`src/rtl/fpu_pkg.sv`:
```
// fpu_pkg: shared types and constants for the FPU dispatch slice.
package fpu_pkg;

    typedef enum logic {
        FADD = 1'b0,
        FSUB = 1'b1
    } fpu_op_e;

    localparam int FADD_LAT = 3;

    typedef struct packed {
        logic [31:0] data;
        logic [4:0]  rd;
    } res_entry_t;

endpackage

```
`src/rtl/fpu_dispatch_if.sv`:
```
// fpu_dispatch_if: request, adder issue/return and result handshakes.
interface fpu_dispatch_if;
    import fpu_pkg::*;

    logic        req_valid;
    logic        req_ready;
    fpu_op_e     req_op;
    logic [31:0] req_x1;
    logic [31:0] req_x2;
    logic [4:0]  req_rd;

    logic        fadd_valid;
    logic [31:0] fadd_x1;
    logic [31:0] fadd_x2;
    logic [31:0] fadd_y;
    logic        fadd_out_valid;

    logic        res_valid;
    logic        res_ready;
    logic [31:0] res_data;
    logic [4:0]  res_rd;

    modport master (
        input  req_valid, req_op, req_x1, req_x2, req_rd,
        output req_ready,
        output fadd_valid, fadd_x1, fadd_x2,
        input  fadd_y, fadd_out_valid,
        output res_valid, res_data, res_rd,
        input  res_ready
    );

    modport slave (
        output req_valid, req_op, req_x1, req_x2, req_rd,
        input  req_ready,
        input  fadd_valid, fadd_x1, fadd_x2,
        output fadd_y, fadd_out_valid,
        input  res_valid, res_data, res_rd,
        output res_ready
    );

endinterface

```
`src/rtl/fpu_res_fifo.sv`:
```
// fpu_res_fifo: first-word-fall-through result buffer, DEPTH entries.
module fpu_res_fifo
    import fpu_pkg::*;
#(
    parameter  int DEPTH = 4,
    localparam int AW    = (DEPTH > 1) ? $clog2(DEPTH) : 1,
    localparam int CW    = $clog2(DEPTH + 1)
) (
    input  logic          clk,
    input  logic          rst,
    input  logic          wr_en,
    input  res_entry_t    wr_data,
    input  logic          rd_en,
    output logic          rd_valid,
    output res_entry_t    rd_data,
    output logic [CW-1:0] count
);

    res_entry_t    mem_q [DEPTH];
    logic [AW-1:0] wr_ptr_q, wr_ptr_d;
    logic [AW-1:0] rd_ptr_q, rd_ptr_d;
    logic [CW-1:0] count_q, count_d;
    logic          push, pop;

    function automatic logic [AW-1:0] bump(input logic [AW-1:0] p);
        return (p == AW'(DEPTH - 1)) ? '0 : p + 1'b1;
    endfunction

    // Full/empty guards keep the buffer safe even if a caller misbehaves.
    assign push = wr_en & (count_q != CW'(DEPTH));
    assign pop  = rd_en & (count_q != '0);

    always_comb begin
        wr_ptr_d = push ? bump(wr_ptr_q) : wr_ptr_q;
        rd_ptr_d = pop ? bump(rd_ptr_q) : rd_ptr_q;
        count_d  = count_q + CW'(push) - CW'(pop);
    end

    always_ff @(posedge clk) begin
        if (rst) begin
            wr_ptr_q <= '0;
            rd_ptr_q <= '0;
            count_q  <= '0;
        end else begin
            wr_ptr_q <= wr_ptr_d;
            rd_ptr_q <= rd_ptr_d;
            count_q  <= count_d;
        end
    end

    always_ff @(posedge clk) begin
        if (push) mem_q[wr_ptr_q] <= wr_data;
    end

    assign rd_valid = (count_q != '0);
    assign rd_data  = mem_q[rd_ptr_q];
    assign count    = count_q;

endmodule

```
`src/rtl/fpu_dispatch.sv`:
```
// fpu_dispatch: issues FADD/FSUB to a fixed-latency adder, returns results in order.
// Define FPU_DISPATCH_PERF_EN to add the perf_issued / perf_stall counters.
module fpu_dispatch
    import fpu_pkg::*;
#(
    parameter int LAT   = FADD_LAT,
    parameter int DEPTH = 4
) (
    input  logic           sys_clk,
    input  logic           rst,
    fpu_dispatch_if.master bus,
    output logic           err
`ifdef FPU_DISPATCH_PERF_EN
    ,
    output logic [31:0]    perf_issued,
    output logic [31:0]    perf_stall
`endif
);

    localparam int CW = $clog2(DEPTH + 1);
    localparam int DW = $clog2(LAT + 1);

    logic [LAT-1:0]      tag_v_q, tag_v_d;
    logic [LAT-1:0][4:0] tag_rd_q, tag_rd_d;
    logic [CW-1:0]       inflight_q, inflight_d;
    logic [DW-1:0]       drain_q, drain_d;
    logic                err_q, err_d;

    logic          fire, ready, drained, tag_out, pop, fifo_valid;
    logic [CW:0]   occ;
    logic [CW-1:0] fifo_count;
    res_entry_t    fifo_wr, fifo_rd;

    // Credit uses registered counts only, so a same-cycle pop frees nothing yet.
    assign drained = (drain_q == '0);
    assign tag_out = tag_v_q[LAT-1];
    assign occ     = {1'b0, inflight_q} + {1'b0, fifo_count};
    assign ready   = ~rst & drained & (occ < (CW + 1)'(DEPTH));
    assign fire    = bus.req_valid & ready;

    assign bus.req_ready  = ready;
    assign bus.fadd_valid = fire;
    assign bus.fadd_x1    = bus.req_x1;
    assign bus.fadd_x2    = {bus.req_x2[31] ^ (bus.req_op == FSUB),
                             bus.req_x2[30:0]};

    always_comb begin
        tag_v_d     = tag_v_q;
        tag_rd_d    = tag_rd_q;
        tag_v_d[0]  = fire;
        tag_rd_d[0] = bus.req_rd;
        for (int i = 1; i < LAT; i++) begin
            tag_v_d[i]  = tag_v_q[i-1];
            tag_rd_d[i] = tag_rd_q[i-1];
        end
        inflight_d = inflight_q + CW'(fire) - CW'(tag_out);
        drain_d    = drained ? drain_q : drain_q - DW'(1);
        // The adder is not reset, so its strobe is meaningless until drained.
        err_d      = err_q | (drained & (bus.fadd_out_valid != tag_out));
    end

    always_ff @(posedge sys_clk) begin
        if (rst) begin
            tag_v_q    <= '0;
            tag_rd_q   <= '0;
            inflight_q <= '0;
            drain_q    <= DW'(LAT);
            err_q      <= 1'b0;
        end else begin
            tag_v_q    <= tag_v_d;
            tag_rd_q   <= tag_rd_d;
            inflight_q <= inflight_d;
            drain_q    <= drain_d;
            err_q      <= err_d;
        end
    end

    assign fifo_wr = {bus.fadd_y, tag_rd_q[LAT-1]};

    fpu_res_fifo #(
        .DEPTH(DEPTH)
    ) u_fifo (
        .clk     (sys_clk),
        .rst     (rst),
        .wr_en   (tag_out),
        .wr_data (fifo_wr),
        .rd_en   (pop),
        .rd_valid(fifo_valid),
        .rd_data (fifo_rd),
        .count   (fifo_count)
    );

    assign bus.res_valid = fifo_valid & ~rst;
    assign pop           = bus.res_valid & bus.res_ready;
    assign bus.res_data  = fifo_rd.data;
    assign bus.res_rd    = fifo_rd.rd;
    assign err           = err_q & ~rst;

`ifdef FPU_DISPATCH_PERF_EN
    logic [31:0] issued_q, issued_d;
    logic [31:0] stall_q, stall_d;

    always_comb begin
        issued_d = issued_q;
        stall_d  = stall_q;
        if (fire && issued_q != '1) issued_d = issued_q + 32'd1;
        if (bus.req_valid && !ready && stall_q != '1) stall_d = stall_q + 32'd1;
    end

    always_ff @(posedge sys_clk) begin
        if (rst) begin
            issued_q <= '0;
            stall_q  <= '0;
        end else begin
            issued_q <= issued_d;
            stall_q  <= stall_d;
        end
    end

    assign perf_issued = issued_q;
    assign perf_stall  = stall_q;
`endif

endmodule
```
`src/flat_wrapper.sv`:
```
// flat-port wrapper written by rule: the top's interface ports become plain ports
module fpu_dispatch_flat import fpu_pkg::*;
#(
    parameter int LAT   = FADD_LAT,
    parameter int DEPTH = 4
)
  (sys_clk, rst, err, bus_req_valid, bus_req_op, bus_req_x1, bus_req_x2, bus_req_rd, bus_req_ready, bus_fadd_valid, bus_fadd_x1, bus_fadd_x2, bus_fadd_y, bus_fadd_out_valid, bus_res_valid, bus_res_data, bus_res_rd, bus_res_ready);
  fpu_dispatch_if bus_i ();
  input  logic sys_clk;
  input  logic rst;
  output logic err;
  input wire logic [$bits(bus_i.req_valid)-1:0] bus_req_valid;
  input wire logic [$bits(bus_i.req_op)-1:0] bus_req_op;
  input wire logic [$bits(bus_i.req_x1)-1:0] bus_req_x1;
  input wire logic [$bits(bus_i.req_x2)-1:0] bus_req_x2;
  input wire logic [$bits(bus_i.req_rd)-1:0] bus_req_rd;
  output wire logic [$bits(bus_i.req_ready)-1:0] bus_req_ready;
  output wire logic [$bits(bus_i.fadd_valid)-1:0] bus_fadd_valid;
  output wire logic [$bits(bus_i.fadd_x1)-1:0] bus_fadd_x1;
  output wire logic [$bits(bus_i.fadd_x2)-1:0] bus_fadd_x2;
  input wire logic [$bits(bus_i.fadd_y)-1:0] bus_fadd_y;
  input wire logic [$bits(bus_i.fadd_out_valid)-1:0] bus_fadd_out_valid;
  output wire logic [$bits(bus_i.res_valid)-1:0] bus_res_valid;
  output wire logic [$bits(bus_i.res_data)-1:0] bus_res_data;
  output wire logic [$bits(bus_i.res_rd)-1:0] bus_res_rd;
  input wire logic [$bits(bus_i.res_ready)-1:0] bus_res_ready;
  assign bus_i.req_valid = bus_req_valid;
  assign bus_i.req_op = bus_req_op;
  assign bus_i.req_x1 = bus_req_x1;
  assign bus_i.req_x2 = bus_req_x2;
  assign bus_i.req_rd = bus_req_rd;
  assign bus_req_ready = bus_i.req_ready;
  assign bus_fadd_valid = bus_i.fadd_valid;
  assign bus_fadd_x1 = bus_i.fadd_x1;
  assign bus_fadd_x2 = bus_i.fadd_x2;
  assign bus_i.fadd_y = bus_fadd_y;
  assign bus_i.fadd_out_valid = bus_fadd_out_valid;
  assign bus_res_valid = bus_i.res_valid;
  assign bus_res_data = bus_i.res_data;
  assign bus_res_rd = bus_i.res_rd;
  assign bus_i.res_ready = bus_res_ready;
  fpu_dispatch #(.LAT(LAT), .DEPTH(DEPTH)) u_core (.sys_clk(sys_clk), .rst(rst), .bus(bus_i), .err(err));
endmodule
```
`config.mk`:
```
export PLATFORM = sky130hd
export DESIGN_NAME = fpu_dispatch_flat
export DESIGN_NICKNAME = d
export VERILOG_FILES = /design/src/rtl/fpu_pkg.sv /design/src/rtl/fpu_dispatch_if.sv /design/src/rtl/fpu_res_fifo.sv /design/src/rtl/fpu_dispatch.sv /design/src/flat_wrapper.sv
export SDC_FILE = /design/constraint.sdc
export NUM_CORES = 1
export LEC_CHECK = 0
export BUFFER_PORTS_ARGS = -buffer_cell sky130_fd_sc_hd__buf_2
export CAP_MARGIN = 10
export CORE_MARGIN = 3
export CORE_UTILIZATION = 30
export CTS_CLUSTER_DIAMETER = 80
export DETAILED_ROUTE_END_ITERATION = 10
export PLACE_DENSITY = 0.57
export SLEW_MARGIN = 20
export SYNTH_ARGS = -nofsm -noshare
export SYNTH_HDL_FRONTEND = slang
export SYNTH_HIERARCHICAL = 1
export SYNTH_SLANG_ARGS = --single-unit
export TNS_END_PERCENT = 30
```
`constraint.sdc`:
```
create_clock -name sys_clk -period 3.2 [get_ports sys_clk]
set_input_delay 0.16 -clock sys_clk [delete_from_list [all_inputs] [get_ports sys_clk]]
set_output_delay 0.16 -clock sys_clk [all_outputs]
set_load 0.02 [all_outputs]
```
==> metrics.txt <==
maximum clock rate about 340 MHz; ranking of synthesized cells by area edfxtp_1 62%, dfxtp_1 9.2%, mux4_2 8.7%, buf_4 6.6%, mux4_1 3.3%; measured slew at the worst slew-check pin between 0.7 and 0.8 ns; Tot GR Track Use about 11%; Die Y 161 um; slowest stage delay, CP around 0.47 ns; crit-path max FO 6; YS warnings 6; global route overflow 0; max_cap viols 0; gpl congestion 0.657; number of fill cells 2248; Placed Instance Area 7560 um^2; synth-to-layout area growth 18.3%; global-route wire length before repair approximately 22000 um; number of nets in the layout roughly 580; top cell type's share of synthesized area ~62%; Die X 161 um; synth unique cells 38; layout cells sized above 1 a little over a third; initial antenna violation count 0; design area approximately 8500 um^2; post-layout minimum cycle time 2.93 ns; arrival time worst endpoint roughly 3.3 ns; Power Density between 500 and 600 nW/um^2; post-synthesis register bit count between 150 and 200; Max Slew Vio Count 0; clock latency on the worst-skew pair between 0.4 and 0.5 ns; Setup CP Type flip-flop to flip-flop; Fin. Hold Viols 0; Seq pwr share about 54%; number of global-route vias before repair 3772; sw power 951 uW; CORE AREA 23500 um^2; switching share of power between 20 and 25%; number of routed nets with antenna violations 0; Clock Skew approximately 0.0095 ns; DR vias/cell 4.29; IO Count 212; postcts setup bufs 0; Clock Power Share a little over two fifths; Avg Cell Area, Syn roughly 19 um^2; Post-synth EDFFs around 150; required time of the critical path 3.54 ns; leading area contributor after synthesis edfxtp_1; Pwr Total around 4700 uW; drt wl/cell 17.7 um; post-synthesis async set-or-reset flop share 0%; Synth Flop Type edfxtp_1; Pleak 0.00302 uW; synthesized cell area approximately 7200 um^2; H-tree levels 4; Clock Path Buffers 2; RSZ-0062 raised after global routing no; most instantiated cells after synthesis 148 x edfxtp_1, 63 x buf_4, 33 x dfxtp_1; Final setup viols 0; Root Buffer clkbuf_16; clock transition at the registers of the reported paths ~0.070 ns; clk sinks 181; register area share after synthesis between 70% and 80%; n_diodes 0; Total Wirelength around 14000 um; final worst-path cycle share about nine tenths; # port buffers 85; Comb power frac 2.9%; Cell Rows 56; Min-Delay Path Class input pin to flip-flop; router iterations before antenna repair 5; CTS tree yes; die area about 26000 um^2; outcome completed; setup TNS 0 ns; most numerous cell in the Yosys netlist edfxtp_1; Cell Chain, Critical Path or3_2 -> and2b_2 -> and2_1 -> o31ai_1 -> inv_1 -> ha_1 -> inv_1 -> ha_1 -> inv_1 -> fa_1 -> xor2_1 -> and2_2 -> nor3_1; most used cell, CP inv_1; initial core utilization 30.6%; DRT iter0 DRCs between 150 and 200; Slew headroom 53.2%; Pint approximately 3800 uW; Worst setup SP type flip-flop; Setup crit end kind flip-flop; peak supply drop 0.227 mV; Mapped Cells 381; DRC 0; DP HPWL ~8800 um; Crit-path slowest cell or3_2; largest net degree at the start of global routing 38; total number of vias 3380; CTS Buf Count 17; Mapped Nets between 500 and 600
layout make-up:
| cell class | instances | area, um^2 | area share [%] |
|---|---|---|---|
| clock buffers | 18 | 429 | 5.03 |
| clock inverters | 13 | 148 | 1.73 |
| well taps | 319 | 399 | 4.68 |
| multi-input cells | 113 | 1510 | 17.7 |
| inverters | 13 | 48.8 | 0.572 |
| repair buffers | 131 | 888 | 10.4 |
| flip-flops and latches | 181 | 5110 | 59.9 |
worst paths after layout:
kind | start | endpoint | slack, ns | cells after the start
worst max-delay path | u_core/u_fifo/count[1]$_SDFF_PP0_ | u_core/u_fifo/count[2]$_SDFF_PP0_ | 0.27 | 13
worst min-delay path | bus_req_valid | u_core/tag_v_q[0]$_SDFF_PP0_ | 0.07 | 2
worst max register to register | u_core/u_fifo/count[1]$_SDFF_PP0_ | u_core/u_fifo/count[2]$_SDFF_PP0_ | 0.27 | 13
worst min register to register | u_core/tag_rd_d[5]$_SDFF_PP0_ | u_core/tag_rd_d[10]$_SDFF_PP0_ | 0.44 | 1
metrics by stage:
stage,hold slack (ns),utilization (%),cells,worst slack (ns)
floorplan,0.259,-,381,0.446
detailed placement,0.320,32.1,719,0.294
finish,0.0748,36.2,788,0.271
CTS,0.0554,36.1,787,0.254
global route,0.0612,36.2,788,0.0418
global placement,0.320,32.1,719,0.419
sequential cells by signal (all words and copies together), names as in the netlist, named ones only:
name                    flops
u_core/err_q                1
u_core/drain_q              2
u_core/inflight_q           3
u_core/u_fifo/rd_ptr_q      2
u_core/u_fifo/count         3
u_core/fifo_wr              5
u_core/u_fifo/mem_q       148
u_core/tag_v_q              3
u_core/tag_rd_d            10
u_core/u_fifo/wr_ptr_q      2
metal layers:
layer,vias up,part of all wire [%],global-route usage (%)
met3,64,6.4,3.77
met2,106,49,18.6
met4,0,3.5,5.24
met1,1676,41,13.3
met5,-,0,0
li1,1534,-,-
repair_timing:
action | 4_1_cts | 5_1_grt
hold buffers | 37 | 0
gates resized for setup | 0 | 0
hold endpoints to repair | 133 | 0
critical path: cells and delay by family (launching register included):
family | cells | cell delay, ns
AND/OR/NAND/NOR | 5 | 1.18
adder cells (fa/ha/maj) | 3 | 0.79
flip-flops | 1 | 0.38
buffers and inverters | 3 | 0.21
XOR/XNOR | 1 | 0.16
AO/OA/AOI/OAI | 1 | 0.13
kinds of logic (layout without fill, tap and decap cells):
kind of cell / after synthesis / after routing / synth area share (%)
AO/OA/AOI/OAI: 5 / 5 / 0.538
XOR/XNOR: 5 / 5 / 0.815
adder cells (fa/ha/maj): 14 / 14 / 2.64
buffers and inverters: 87 / 175 / 8.29
flip-flops: 181 / 181 / 70.8
multiplexers: 39 / 39 / 12.3
AND/OR/NAND/NOR: 50 / 50 / 4.62
power groups by stage:
stage / clock network, uW / logic, uW / registers, uW
after detailed placement: 0 / 103 / 2620
after global placement: 0 / 95.8 / 2620
final: 2040 / 138 / 2570
after CTS: 2110 / 140 / 2570
after floorplan: 0 / 161 / 2620
after global routing: 2220 / 155 / 2570
placed cells by master, fill, tap and decap left out, drive strengths merged, types with 3 or more instances in the layout:
master,n
mux4,37
edfxtp,148
clkbuf,18
dfxtp,33
clkinv,3
and3,5
xor2,4
nor2b,22
ha,12
and2,3
nor2,4
dlygate4sd3,37
buf,94
inv,19
(Power assumes the default switching activity.)
